File: src/rtl/pool_2_pkg.sv
// Shared layer-2 pool parameters, plus the pool reader state encoding and FIFO sizing helper.
package pool_2_pkg;

  localparam int unsigned L2DataWidth     = 8;
  localparam int unsigned L2NumMult       = 16;
  localparam int unsigned L2PoolAddrWidth = 10;
  localparam int unsigned L2PoolDepth     = 1024;
  localparam int unsigned L2RdLatency     = 2;

  typedef enum logic [1:0] {
    StIdle  = 2'd0,
    StRead  = 2'd1,
    StDrain = 2'd2,
    StDone  = 2'd3
  } pool_rd_state_e;

  // The in-flight reads plus two spare slots are what sustain one pair per cycle.
  function automatic int unsigned rd_fifo_depth(int unsigned rd_latency);
    return rd_latency + 2;
  endfunction

endpackage

File: src/rtl/pool_rd_fifo_2.sv
// Small register-based FIFO for pool reader return data. It accepts a push together with a pop
// when it is full.
module pool_rd_fifo_2 #(
  parameter int unsigned WIDTH     = 8,
  parameter int unsigned DEPTH     = 4,
  parameter int unsigned CNT_WIDTH = $clog2(DEPTH + 1)
) (
  input  logic                 clock,
  input  logic                 reset,
  input  logic                 push,
  input  logic [WIDTH-1:0]     push_data,
  input  logic                 pop,
  output logic [WIDTH-1:0]     pop_data,
  output logic                 full,
  output logic                 empty,
  output logic [CNT_WIDTH-1:0] count
);

  localparam int unsigned PtrW = (DEPTH > 1) ? $clog2(DEPTH) : 1;

  logic [WIDTH-1:0]     mem_q [DEPTH];
  logic [PtrW-1:0]      wr_ptr_q, rd_ptr_q;
  logic [CNT_WIDTH-1:0] cnt_q;
  logic                 do_push, do_pop;

  function automatic logic [PtrW-1:0] ptr_inc(logic [PtrW-1:0] p);
    return (p == PtrW'(DEPTH - 1)) ? '0 : p + PtrW'(1);
  endfunction

  assign do_pop  = pop & (cnt_q != '0);
  assign do_push = push & ((cnt_q != CNT_WIDTH'(DEPTH)) | do_pop);

  always_ff @(posedge clock or negedge reset) begin
    if (!reset) begin
      wr_ptr_q <= '0;
      rd_ptr_q <= '0;
      cnt_q    <= '0;
    end else begin
      if (do_push) wr_ptr_q <= ptr_inc(wr_ptr_q);
      if (do_pop)  rd_ptr_q <= ptr_inc(rd_ptr_q);
      cnt_q <= cnt_q + CNT_WIDTH'(do_push) - CNT_WIDTH'(do_pop);
    end
  end

  always_ff @(posedge clock) begin
    if (do_push) mem_q[wr_ptr_q] <= push_data;
  end

  assign pop_data = mem_q[rd_ptr_q];
  assign full     = (cnt_q == CNT_WIDTH'(DEPTH));
  assign empty    = (cnt_q == '0);
  assign count    = cnt_q;

endmodule

File: src/rtl/pool_reader_2.sv
// Streams the completed pool memory out as (even, odd) word pairs over a valid/ready handshake.
// Optional macro POOL_READER_STALL_CNT_EN adds a saturating 16-bit stall_cnt output.
module pool_reader_2
  import pool_2_pkg::*;
#(
  parameter int unsigned DATA_WIDTH      = L2DataWidth,
  parameter int unsigned NUM_MULT        = L2NumMult,
  parameter int unsigned POOL_ADDR_WIDTH = L2PoolAddrWidth,
  parameter int unsigned POOL_DEPTH      = L2PoolDepth,
  parameter int unsigned RD_LATENCY      = L2RdLatency
) (
  input  logic                           clock,
  input  logic                           reset,
  input  logic                           pool_done,
  input  logic [POOL_ADDR_WIDTH-1:0]     wr_address_a_t,
  input  logic [POOL_ADDR_WIDTH-1:0]     wr_address_b_t,
  input  logic                           wr_rden_a,
  input  logic                           wr_rden_b,
  input  logic                           wr_wren_a,
  input  logic                           wr_wren_b,
  output logic [POOL_ADDR_WIDTH-1:0]     address_a_t_use_out,
  output logic [POOL_ADDR_WIDTH-1:0]     address_b_t_use_out,
  output logic                           rden_a_use_out,
  output logic                           rden_b_use_out,
  output logic                           wren_a_use_out,
  output logic                           wren_b_use_out,
  input  logic [DATA_WIDTH*NUM_MULT-1:0] q_a_all_out,
  input  logic [DATA_WIDTH*NUM_MULT-1:0] q_b_all_out,
  output logic [DATA_WIDTH*NUM_MULT-1:0] rd_data_a,
  output logic [DATA_WIDTH*NUM_MULT-1:0] rd_data_b,
  output logic                           rd_valid,
  input  logic                           rd_ready,
  output logic                           rd_last,
  output logic                           busy,
  output logic                           read_done
`ifdef POOL_READER_STALL_CNT_EN
  ,
  output logic [15:0]                    stall_cnt
`endif
);

  localparam int unsigned BusW      = DATA_WIDTH * NUM_MULT;
  localparam int unsigned FifoDepth = rd_fifo_depth(RD_LATENCY);
  localparam int unsigned FifoW     = 2 * BusW + 1;
  localparam int unsigned CntW      = $clog2(FifoDepth + 1);
  localparam logic [POOL_ADDR_WIDTH-1:0] LastPtr = POOL_ADDR_WIDTH'(POOL_DEPTH - 2);

  pool_rd_state_e state_q, state_d;
  logic [POOL_ADDR_WIDTH-1:0] rd_ptr_q, rd_ptr_d;
  logic                       pool_done_q;
  logic [RD_LATENCY-1:0]      vld_sr_q, last_sr_q;
  logic                       pool_done_rise, issue, issue_last, push, pop;
  logic                       fifo_full, fifo_empty;
  logic [CntW-1:0]            fifo_cnt, outstanding;
  logic [CntW:0]              committed;
  logic [FifoW-1:0]           fifo_wdata, fifo_rdata;

  assign pool_done_rise = pool_done & ~pool_done_q;

  always_comb begin
    outstanding = '0;
    for (int i = 0; i < int'(RD_LATENCY); i++) begin
      outstanding = outstanding + CntW'(vld_sr_q[i]);
    end
  end

  // Reserve a FIFO slot for every read still in flight before issuing another.
  assign committed  = {1'b0, fifo_cnt} + {1'b0, outstanding};
  assign issue      = (state_q == StRead) && !fifo_full && (committed < (CntW + 1)'(FifoDepth));
  assign issue_last = issue && (rd_ptr_q == LastPtr);

  assign push       = vld_sr_q[RD_LATENCY-1];
  assign fifo_wdata = {last_sr_q[RD_LATENCY-1], q_b_all_out, q_a_all_out};

  assign rd_valid   = ~fifo_empty;
  assign pop        = rd_valid & rd_ready;
  assign rd_data_a  = fifo_rdata[BusW-1:0];
  assign rd_data_b  = fifo_rdata[2*BusW-1:BusW];
  assign rd_last    = fifo_rdata[2*BusW] & rd_valid;
  assign busy       = (state_q != StIdle);
  assign read_done  = (state_q == StDone);

  always_comb begin
    state_d             = state_q;
    rd_ptr_d            = rd_ptr_q;
    address_a_t_use_out = wr_address_a_t;
    address_b_t_use_out = wr_address_b_t;
    rden_a_use_out      = wr_rden_a;
    rden_b_use_out      = wr_rden_b;
    wren_a_use_out      = wr_wren_a;
    wren_b_use_out      = wr_wren_b;
    unique case (state_q)
      StIdle: begin
        if (pool_done_rise) begin
          state_d  = StRead;
          rd_ptr_d = '0;
        end
      end
      StRead: begin
        address_a_t_use_out = rd_ptr_q;
        address_b_t_use_out = rd_ptr_q + POOL_ADDR_WIDTH'(1);
        rden_a_use_out      = issue;
        rden_b_use_out      = issue;
        wren_a_use_out      = 1'b0;
        wren_b_use_out      = 1'b0;
        if (issue) begin
          rd_ptr_d = rd_ptr_q + POOL_ADDR_WIDTH'(2);
          if (issue_last) state_d = StDrain;
        end
      end
      StDrain: begin
        address_a_t_use_out = rd_ptr_q;
        address_b_t_use_out = rd_ptr_q + POOL_ADDR_WIDTH'(1);
        rden_a_use_out      = 1'b0;
        rden_b_use_out      = 1'b0;
        wren_a_use_out      = 1'b0;
        wren_b_use_out      = 1'b0;
        // The last-tagged pair is always the final FIFO entry.
        if (pop && rd_last) state_d = StDone;
      end
      StDone: begin
        rden_a_use_out = 1'b0;
        rden_b_use_out = 1'b0;
        wren_a_use_out = 1'b0;
        wren_b_use_out = 1'b0;
        state_d        = StIdle;
      end
      default: state_d = StIdle;
    endcase
  end

  always_ff @(posedge clock or negedge reset) begin
    if (!reset) begin
      state_q     <= StIdle;
      rd_ptr_q    <= '0;
      pool_done_q <= 1'b0;
      vld_sr_q    <= '0;
      last_sr_q   <= '0;
    end else begin
      state_q      <= state_d;
      rd_ptr_q     <= rd_ptr_d;
      pool_done_q  <= pool_done;
      vld_sr_q[0]  <= issue;
      last_sr_q[0] <= issue_last;
      for (int i = 1; i < int'(RD_LATENCY); i++) begin
        vld_sr_q[i]  <= vld_sr_q[i-1];
        last_sr_q[i] <= last_sr_q[i-1];
      end
    end
  end

  pool_rd_fifo_2 #(
    .WIDTH     (FifoW),
    .DEPTH     (FifoDepth),
    .CNT_WIDTH (CntW)
  ) u_fifo (
    .clock     (clock),
    .reset     (reset),
    .push      (push),
    .push_data (fifo_wdata),
    .pop       (pop),
    .pop_data  (fifo_rdata),
    .full      (fifo_full),
    .empty     (fifo_empty),
    .count     (fifo_cnt)
  );

`ifdef POOL_READER_STALL_CNT_EN
  logic [15:0] stall_cnt_q;

  always_ff @(posedge clock or negedge reset) begin
    if (!reset) begin
      stall_cnt_q <= '0;
    end else if ((state_q == StIdle) && pool_done_rise) begin
      stall_cnt_q <= '0;
    end else if (rd_valid && !rd_ready && (stall_cnt_q != 16'hffff)) begin
      stall_cnt_q <= stall_cnt_q + 16'd1;
    end
  end

  assign stall_cnt = stall_cnt_q;
`else
  // Stall counting is left out of this build.
`endif

endmodule

File: config.mk
export PLATFORM = sky130hd
export DESIGN_NAME = pool_reader_2
export DESIGN_NICKNAME = d
export VERILOG_FILES = /design/src/rtl/pool_2_pkg.sv /design/src/rtl/pool_rd_fifo_2.sv /design/src/rtl/pool_reader_2.sv
export SDC_FILE = /design/constraint.sdc
export NUM_CORES = 1
export LEC_CHECK = 0
export ABC_AREA = 1
export ABC_CLOCK_PERIOD_IN_PS = 13150
export BUFFER_PORTS_ARGS = -buffer_cell sky130_fd_sc_hd__buf_2
export CORE_AREA = 3 3 340 342
export DETAILED_ROUTE_END_ITERATION = 7
export DIE_AREA = 0 0 343 345
export HOLD_SLACK_MARGIN = 0.02
export SYNTH_ARGS = -nofsm -noshare
export SYNTH_HDL_FRONTEND = slang
export SYNTH_SLANG_ARGS = --single-unit
export TNS_END_PERCENT = 100
File: constraint.sdc
create_clock -name clock -period 13.15 [get_ports clock]
set_input_delay 2.63 -clock clock [delete_from_list [all_inputs] [get_ports clock]]
set_output_delay 2.63 -clock clock [all_outputs]
set_load 0.05 [all_outputs]
==> out/results.txt, run 1 <==
clock sinks: 1051
Die H: 345 um
Worst R2R Path Depth: 6
Final setup viols: 0
multi-input logic area: 7070 um^2
P_leak: 0.0163 uW
worst min path class: flop to flop
initial antenna violation count: 26
Flop pwr share: 34.2%
Critical Path RT: 10.52 ns
Yosys reg bits: 1051
Max Fclk: 147 MHz
CTS root buf: clkbuf_16
Longest Clk Path Bufs: 3
Comb pwr share: 41.9%
fin nets: 3549
DRT Wirelength: 96600 um
Avg WL per Cell: 19.9 um
max_slew headroom: 22.2%
Die Width: 343 um
P_sw: 5560 uW
worst skew pair latency: 0.68 ns
Worst Setup SP: u_fifo.rd_ptr_q[0]
post-cts resize count: 0
Util after Layout: 41.9%
hold_ws: 0.356 ns
EDFF count, synth: 1028
switch share: 44.8%
final worst slack: 6.36 ns
DP Worst Slack: 7.09 ns
Antenna Nets Post-Route: 0
Post-synth ARST share: 2.19%
post-synthesis cell area: 39400 um^2
post-DP HPWL: 56000 um
vias in the first global route: 23100
DR vias: 24000
max-slew violations: 0
Area growth, synth to finish: 19.9%
cell taking the most area after synthesis: edfxtp_1
DRC Markers: 0
ratio of cells with drive above 1 in the final layout: 22.9%
end point of the critical path: rd_data_a[67]
# H-tree levels: 3
crit path launch type: flop
status: finished, final reports clean
IO Count: 568
kind of end point of the critical path: output port
largest net degree at the start of global routing: 213
Tcrit/Tclk final: 51.6%
FF+latch area: 31500 um^2
gr ovfl total: 0
number of vias per cell: 4.95
number of DRC markers in iteration 0: 1588
Seq/Total Area, Yosys: 79.9%
RR Startpoint: u_fifo.count[1]
Hold Buf Count CTS: 0
Row Count: 123
Syn. warnings: 0
Distinct cells, synth: 30
synthesized netlist net count: 3022
Synth top area share: 78.4%
clock share of power: 23.9%
Initial Utilization: 34.9%
IO buf count: 567
synth cell count leaders: edfxtp_1 (1028), nor2_1 (526), o21ai_0 (518)
most common cell in the synthesized netlist: edfxtp_1
Die Area: 118000 um^2
Total Routing Usage GR: 15.8%
DRT Pass-1 Iters: 5
first-pass GRT wire length: 144000 um
ys flop type: edfxtp_1
core area: 113000 um^2
crit path kind: flop to output port
PwrDens: 264 nW/um^2
Final Hold Vio Count: 0
Max Clock Skew: 0.0261 ns
Internal: 6870 uW
clock tree from TritonCTS: built
RSZ-0062 raised after global routing: false
Crit Path Max Fanout: 212
filler cell count: 10400
Tightest Pin Transition: 1.17 ns
Max-Cap Viols: 0
global placer's final weighted congestion: 0.750
total CTS buffers: 109
clock edge transition at the registers on the reported setup and hold paths: 0.06 ns
R2R Setup Slk: 9.46 ns
VDD IR max: 267 uV
FF-to-FF End: u_fifo.mem_q[0][118]
synth top area cells: edfxtp_1 (78%), o21ai_0 (6.6%), nor2_1 (5.0%)
crit path DAT: 4.16 ns
Avg Inst Size Synth: 14.5 um^2
Final min period: 6.79 ns
# Post-CTS Setup Buffers: 0
synthesized instance count: 2722
[power by group through the flow]
stage               registers (uW)  clock network, uW  logic [uW]
global route                  4290               3180        5570
finish                        4250               2970        5210
CTS                           4250               3050        5290
floorplan                     4420                  0        3900
global placement              4310                  0        5260
detailed placement            4320                  0        5280
[worst min-delay path by stage]
stage	startpoint	to	slack (ns)	cells past startpoint
after floorplan	last_sr_q[0]	last_sr_q[1]	0.33	0
after global placement	last_sr_q[0]	last_sr_q[1]	0.34	0
after detailed placement	last_sr_q[0]	last_sr_q[1]	0.34	0
after CTS	last_sr_q[0]	last_sr_q[1]	0.36	0
after global routing	last_sr_q[0]	last_sr_q[1]	0.37	0
final	last_sr_q[0]	last_sr_q[1]	0.36	0
[area by class of cell]
type,instances,share of cell area [%]
clock buffer,132,6.07
clock inverter,67,1.31
sequential,1051,66.7
multi-input combinational,1460,15.0
inverter,37,0.326
antenna,19,0.101
timing repair buffer,590,6.57
tap,1500,3.98
[per-stage QoR]
| step | instances | TNS, ns | total power (uW) | cell area, um^2 |
|---|---|---|---|---|
| 2_1_floorplan | 2722 | -1169.38 | 8320 | 39400 |
| 3_3_place_gp | 4638 | 0 | 9570 | 43700 |
| 3_5_place_dp | 4638 | 0 | 9600 | 43700 |
| 4_1_cts | 4837 | 0 | 12600 | 47100 |
| 5_1_grt | 4845 | 0 | 13000 | 47200 |
| 6_report | 4856 | 0 | 12400 | 47200 |
[state kept, by name, indices dropped and copies added, names as in the netlist]
name / count
pool_done_q: 1
rd_ptr_q: 9
u_fifo.count: 3
u_fifo.rd_ptr_q: 2
last_sr_q: 2
vld_sr_q: 2
u_fifo.mem_q: 1028
u_fifo.wr_ptr_q: 2
state_q: 2
[cells in the final DEF, fill, tap and decap left out, types with 16 or more instances in the layout]
cell and n:
edfxtp_1 1028, buf_2 567, nor2_1 522, o21ai_0 518, o22ai_1 256, clkbuf_16 110, nand2_1 99, inv_1 34
clkinv_1 29, dfrtp_1 21, nand3_1 20, diode_2 19, clkbuf_1 19, clkinv_2 18, buf_4 16
[per-layer routing]
layer  global-route usage (%)  up-vias  routed length (um)
met2                     26.4      644               47600
li1                         -    11300                   -
met4                     5.03       24                2490
met3                     4.06      169                6510
met5                        0        -                 156
met1                     20.0    11900               39800
[worst max-delay path, stage by stage (launching register included)]
cell	delay, ns
dfrtp_4	0.90
buf_4	0.72
buf_12	0.55
o21ai_0	0.23
o22ai_1	0.30
buf_2	0.32
[logic make-up (layout without fill, tap and decap cells)]
| logic type | after synthesis | after routing | share of synthesized area [%] |
|---|---|---|---|
| fa+ha+maj | 16 | 16 | 0.528 |
| other cells | 0 | 19 | 0 |
| compound gates | 789 | 789 | 11.0 |
| simple gates | 654 | 654 | 6.37 |
| buf+inv | 211 | 826 | 2.24 |
| flops | 1051 | 1051 | 79.9 |
| xor+xnor | 1 | 1 | 0.0223 |
Power figures use the tool's default switching activity.
==> inputs of run 2 (changes only) <==
--- a/config.mk
+++ b/config.mk
@@ -6,7 +6,7 @@
 export NUM_CORES = 1
 export LEC_CHECK = 0
 export ABC_AREA = 1
-export ABC_CLOCK_PERIOD_IN_PS = 13150
+export ABC_CLOCK_PERIOD_IN_PS = 6200
 export BUFFER_PORTS_ARGS = -buffer_cell sky130_fd_sc_hd__buf_2
 export CORE_AREA = 3 3 340 342
 export DETAILED_ROUTE_END_ITERATION = 7
==> constraint.sdc (replaced) <==
create_clock -name clock -period 6.2 [get_ports clock]
set_input_delay 1.24 -clock clock [delete_from_list [all_inputs] [get_ports clock]]
set_output_delay 1.24 -clock clock [all_outputs]
set_load 0.05 [all_outputs]
==> out/results.txt, run 2 (synthesis gave the netlist of run 1 again) <==
Longest Clk Path Bufs: 3 (unchanged)
post-cts resize count: 0 (unchanged)
clock tree from TritonCTS: built
final worst slack: 1.05 ns (-5.30 ns)
DR vias: 23900 (-0.59%)
gr ovfl total: 0 (unchanged)
Worst Hold Path Cells: 0 (unchanged)
crit path DAT: 3.91 ns (-0.25 ns)
P_leak: 0.0163 uW (+0.49%)
R2R Setup Slk: 3.46 ns (-6.00 ns)
Initial Utilization: 34.9% (unchanged)
fin nets: 3557 (+0.23%)
first-pass GRT wire length: 142000 um (-1.5%)
hold_ws: 0.373 ns (+0.0170 ns)
DRT Wirelength: 96100 um (-0.52%)
Die Width: 343 um (unchanged)
clock edge transition at the registers on the reported setup and hold paths: 0.06 ns (about the same)
Tcrit/Tclk final: 83.0%
Row Count: 123 (unchanged)
Critical Path RT: 4.96 ns (-5.56 ns)
filler cell count: 10400 (+0.18%)
Max Clock Skew: 0.0235 ns (-0.00261 ns)
number of DRC markers in iteration 0: 1700 (+7.1%)
Total Routing Usage GR: 15.5% (-0.23 points)
fin cells: 4855 (-0.021%)
Reg with most FFs: u_fifo.mem_q
# H-tree levels: 3 (unchanged)
Area growth, synth to finish: 20.3%
Avg WL per Cell: 19.8 um (-0.50%)
Tightest Pin Transition: 1.30 ns (+0.136 ns)
placed insts: 4648 (+0.22%)
Die Area: 118000 um^2 (unchanged)
initial antenna violation count: 24 (-7.7%)
total CTS buffers: 107 (-1.8%)
status: finished, final reports clean
# Post-CTS Setup Buffers: 0 (unchanged)
CP max stage cell: dfrtp_4
Hold Buf Count CTS: 0 (unchanged)
DRC Markers: 0 (unchanged)
IO Count: 568 (unchanged)
commonest non-fill, non-tap cells in the layout: edfxtp_1 (1028), buf_2 (567), nor2_1 (522)
post-DP HPWL: 55300 um (-1.2%)
Final min period: 5.15 ns
VDD IR max: 387 uV (+45%)
Util after Layout: 42.0% (+0.16 points)
worst min path class: flop to flop
clock sinks: 1051 (unchanged)
CP peak stage delay: 0.85 ns (-0.05 ns)
Bufs and invs on worst path: 3 (unchanged)
Final setup viols: 0 (unchanged)
CTS root buf: clkbuf_16
Die H: 345 um (unchanged)
DP Worst Slack: 1.82 ns (-5.27 ns)
Critical Path Stages: 5 (unchanged)
Max Fclk: 194 MHz
kind of end point of the critical path: output port
crit path kind: flop to output port
max_slew headroom: 13.1% (-9.1 points)
Final Hold Vio Count: 0 (unchanged)
max-slew violations: 0 (unchanged)
number of vias per cell: 4.92 (-0.57%)
FF+latch area: 31500 um^2 (unchanged)
ratio of cells with drive above 1 in the final layout: 23.0% (+0.062 points)
multi-input logic area: 7070 um^2 (unchanged)
vias in the first global route: 22800 (-1.2%)
CP Cell Sequence: buf_12 -> buf_4 -> o21ai_0 -> o22ai_1 -> buf_2
Antenna Nets Post-Route: 0 (unchanged)
RSZ-0062 raised after global routing: false
PwrDens: 560 nW/um^2 (+110%)
commonest non-fill, non-tap cell in the layout: edfxtp_1
crit-path leading delay family: buffers and inverters
Max-Cap Viols: 0 (unchanged)
max FFs per register: 1028 (unchanged)
crit path launch type: flop
Worst R2R Path Depth: 5 (-1)
global placer's final weighted congestion: 0.753 (+0.41%)
DRT Pass-1 Iters: 5 (unchanged)
Crit Path Max Fanout: 213 (+0.47%)
IO buf count: 567 (unchanged)
largest net degree at the start of global routing: 214 (+0.47%)
worst skew pair latency: 0.67 ns (about the same)
core area: 113000 um^2 (unchanged)
run 2: cell count changes in the layout (fill, tap and decap cells not counted), moves of 3 or more:
cell	previous run	this run
clkbuf_1	19	24
clkinv_1	29	25
clkbuf_8	3	0
buf_12	7	15
bufinv_16	9	13
clkinv_2	18	12
diode_2	19	14
clkinv_8	3	0
run 2: final timing paths:
| check | from | to |
|---|---|---|
| worst max-delay path | u_fifo.rd_ptr_q[0] | rd_data_b[2] |
| worst min-delay path | last_sr_q[0] | last_sr_q[1] |
| worst max register to register | u_fifo.count[1] | u_fifo.mem_q[1][57] |
| worst min register to register | last_sr_q[0] | last_sr_q[1] |
| max in group asynchronous | reset | u_fifo.rd_ptr_q[1] |
| min in group asynchronous | reset | rd_ptr_q[1] |
run 2: layout make-up:
cell class / instances / share of cell area [%]
tap: 1500 / 3.96
clock inverter: 59 / 1.39
timing repair buffer: 600 / 6.91
inverter: 37 / 0.325
sequential: 1051 / 66.4
clock buffer: 134 / 6.00
multi-input combinational: 1460 / 14.9
antenna: 14 / 0.0740
run 2: power by group:
part	internal [uW]	switching (uW)
combinational	2230	8940
clock	3780	2610
sequential	8720	272
total	14700	11800
run 2: metrics by stage:
| stage | cell area, um^2 | TNS (ns) | total power (uW) |
|---|---|---|---|
| floorplan | 39400 | -2458.22 | 17500 |
| global placement | 43800 | 0 | 20400 |
| detailed placement | 43800 | 0 | 20500 |
| CTS | 47300 | 0 | 26900 |
| global route | 47300 | 0 | 27800 |
| finish | 47400 | 0 | 26500 |
run 2: routing by layer:
metal | routed length, um | GRT usage [%]
met5 | 97 | 0
met4 | 2120 | 4.28
met3 | 6600 | 4.30
met2 | 48100 | 26.5
met1 | 39100 | 19.4
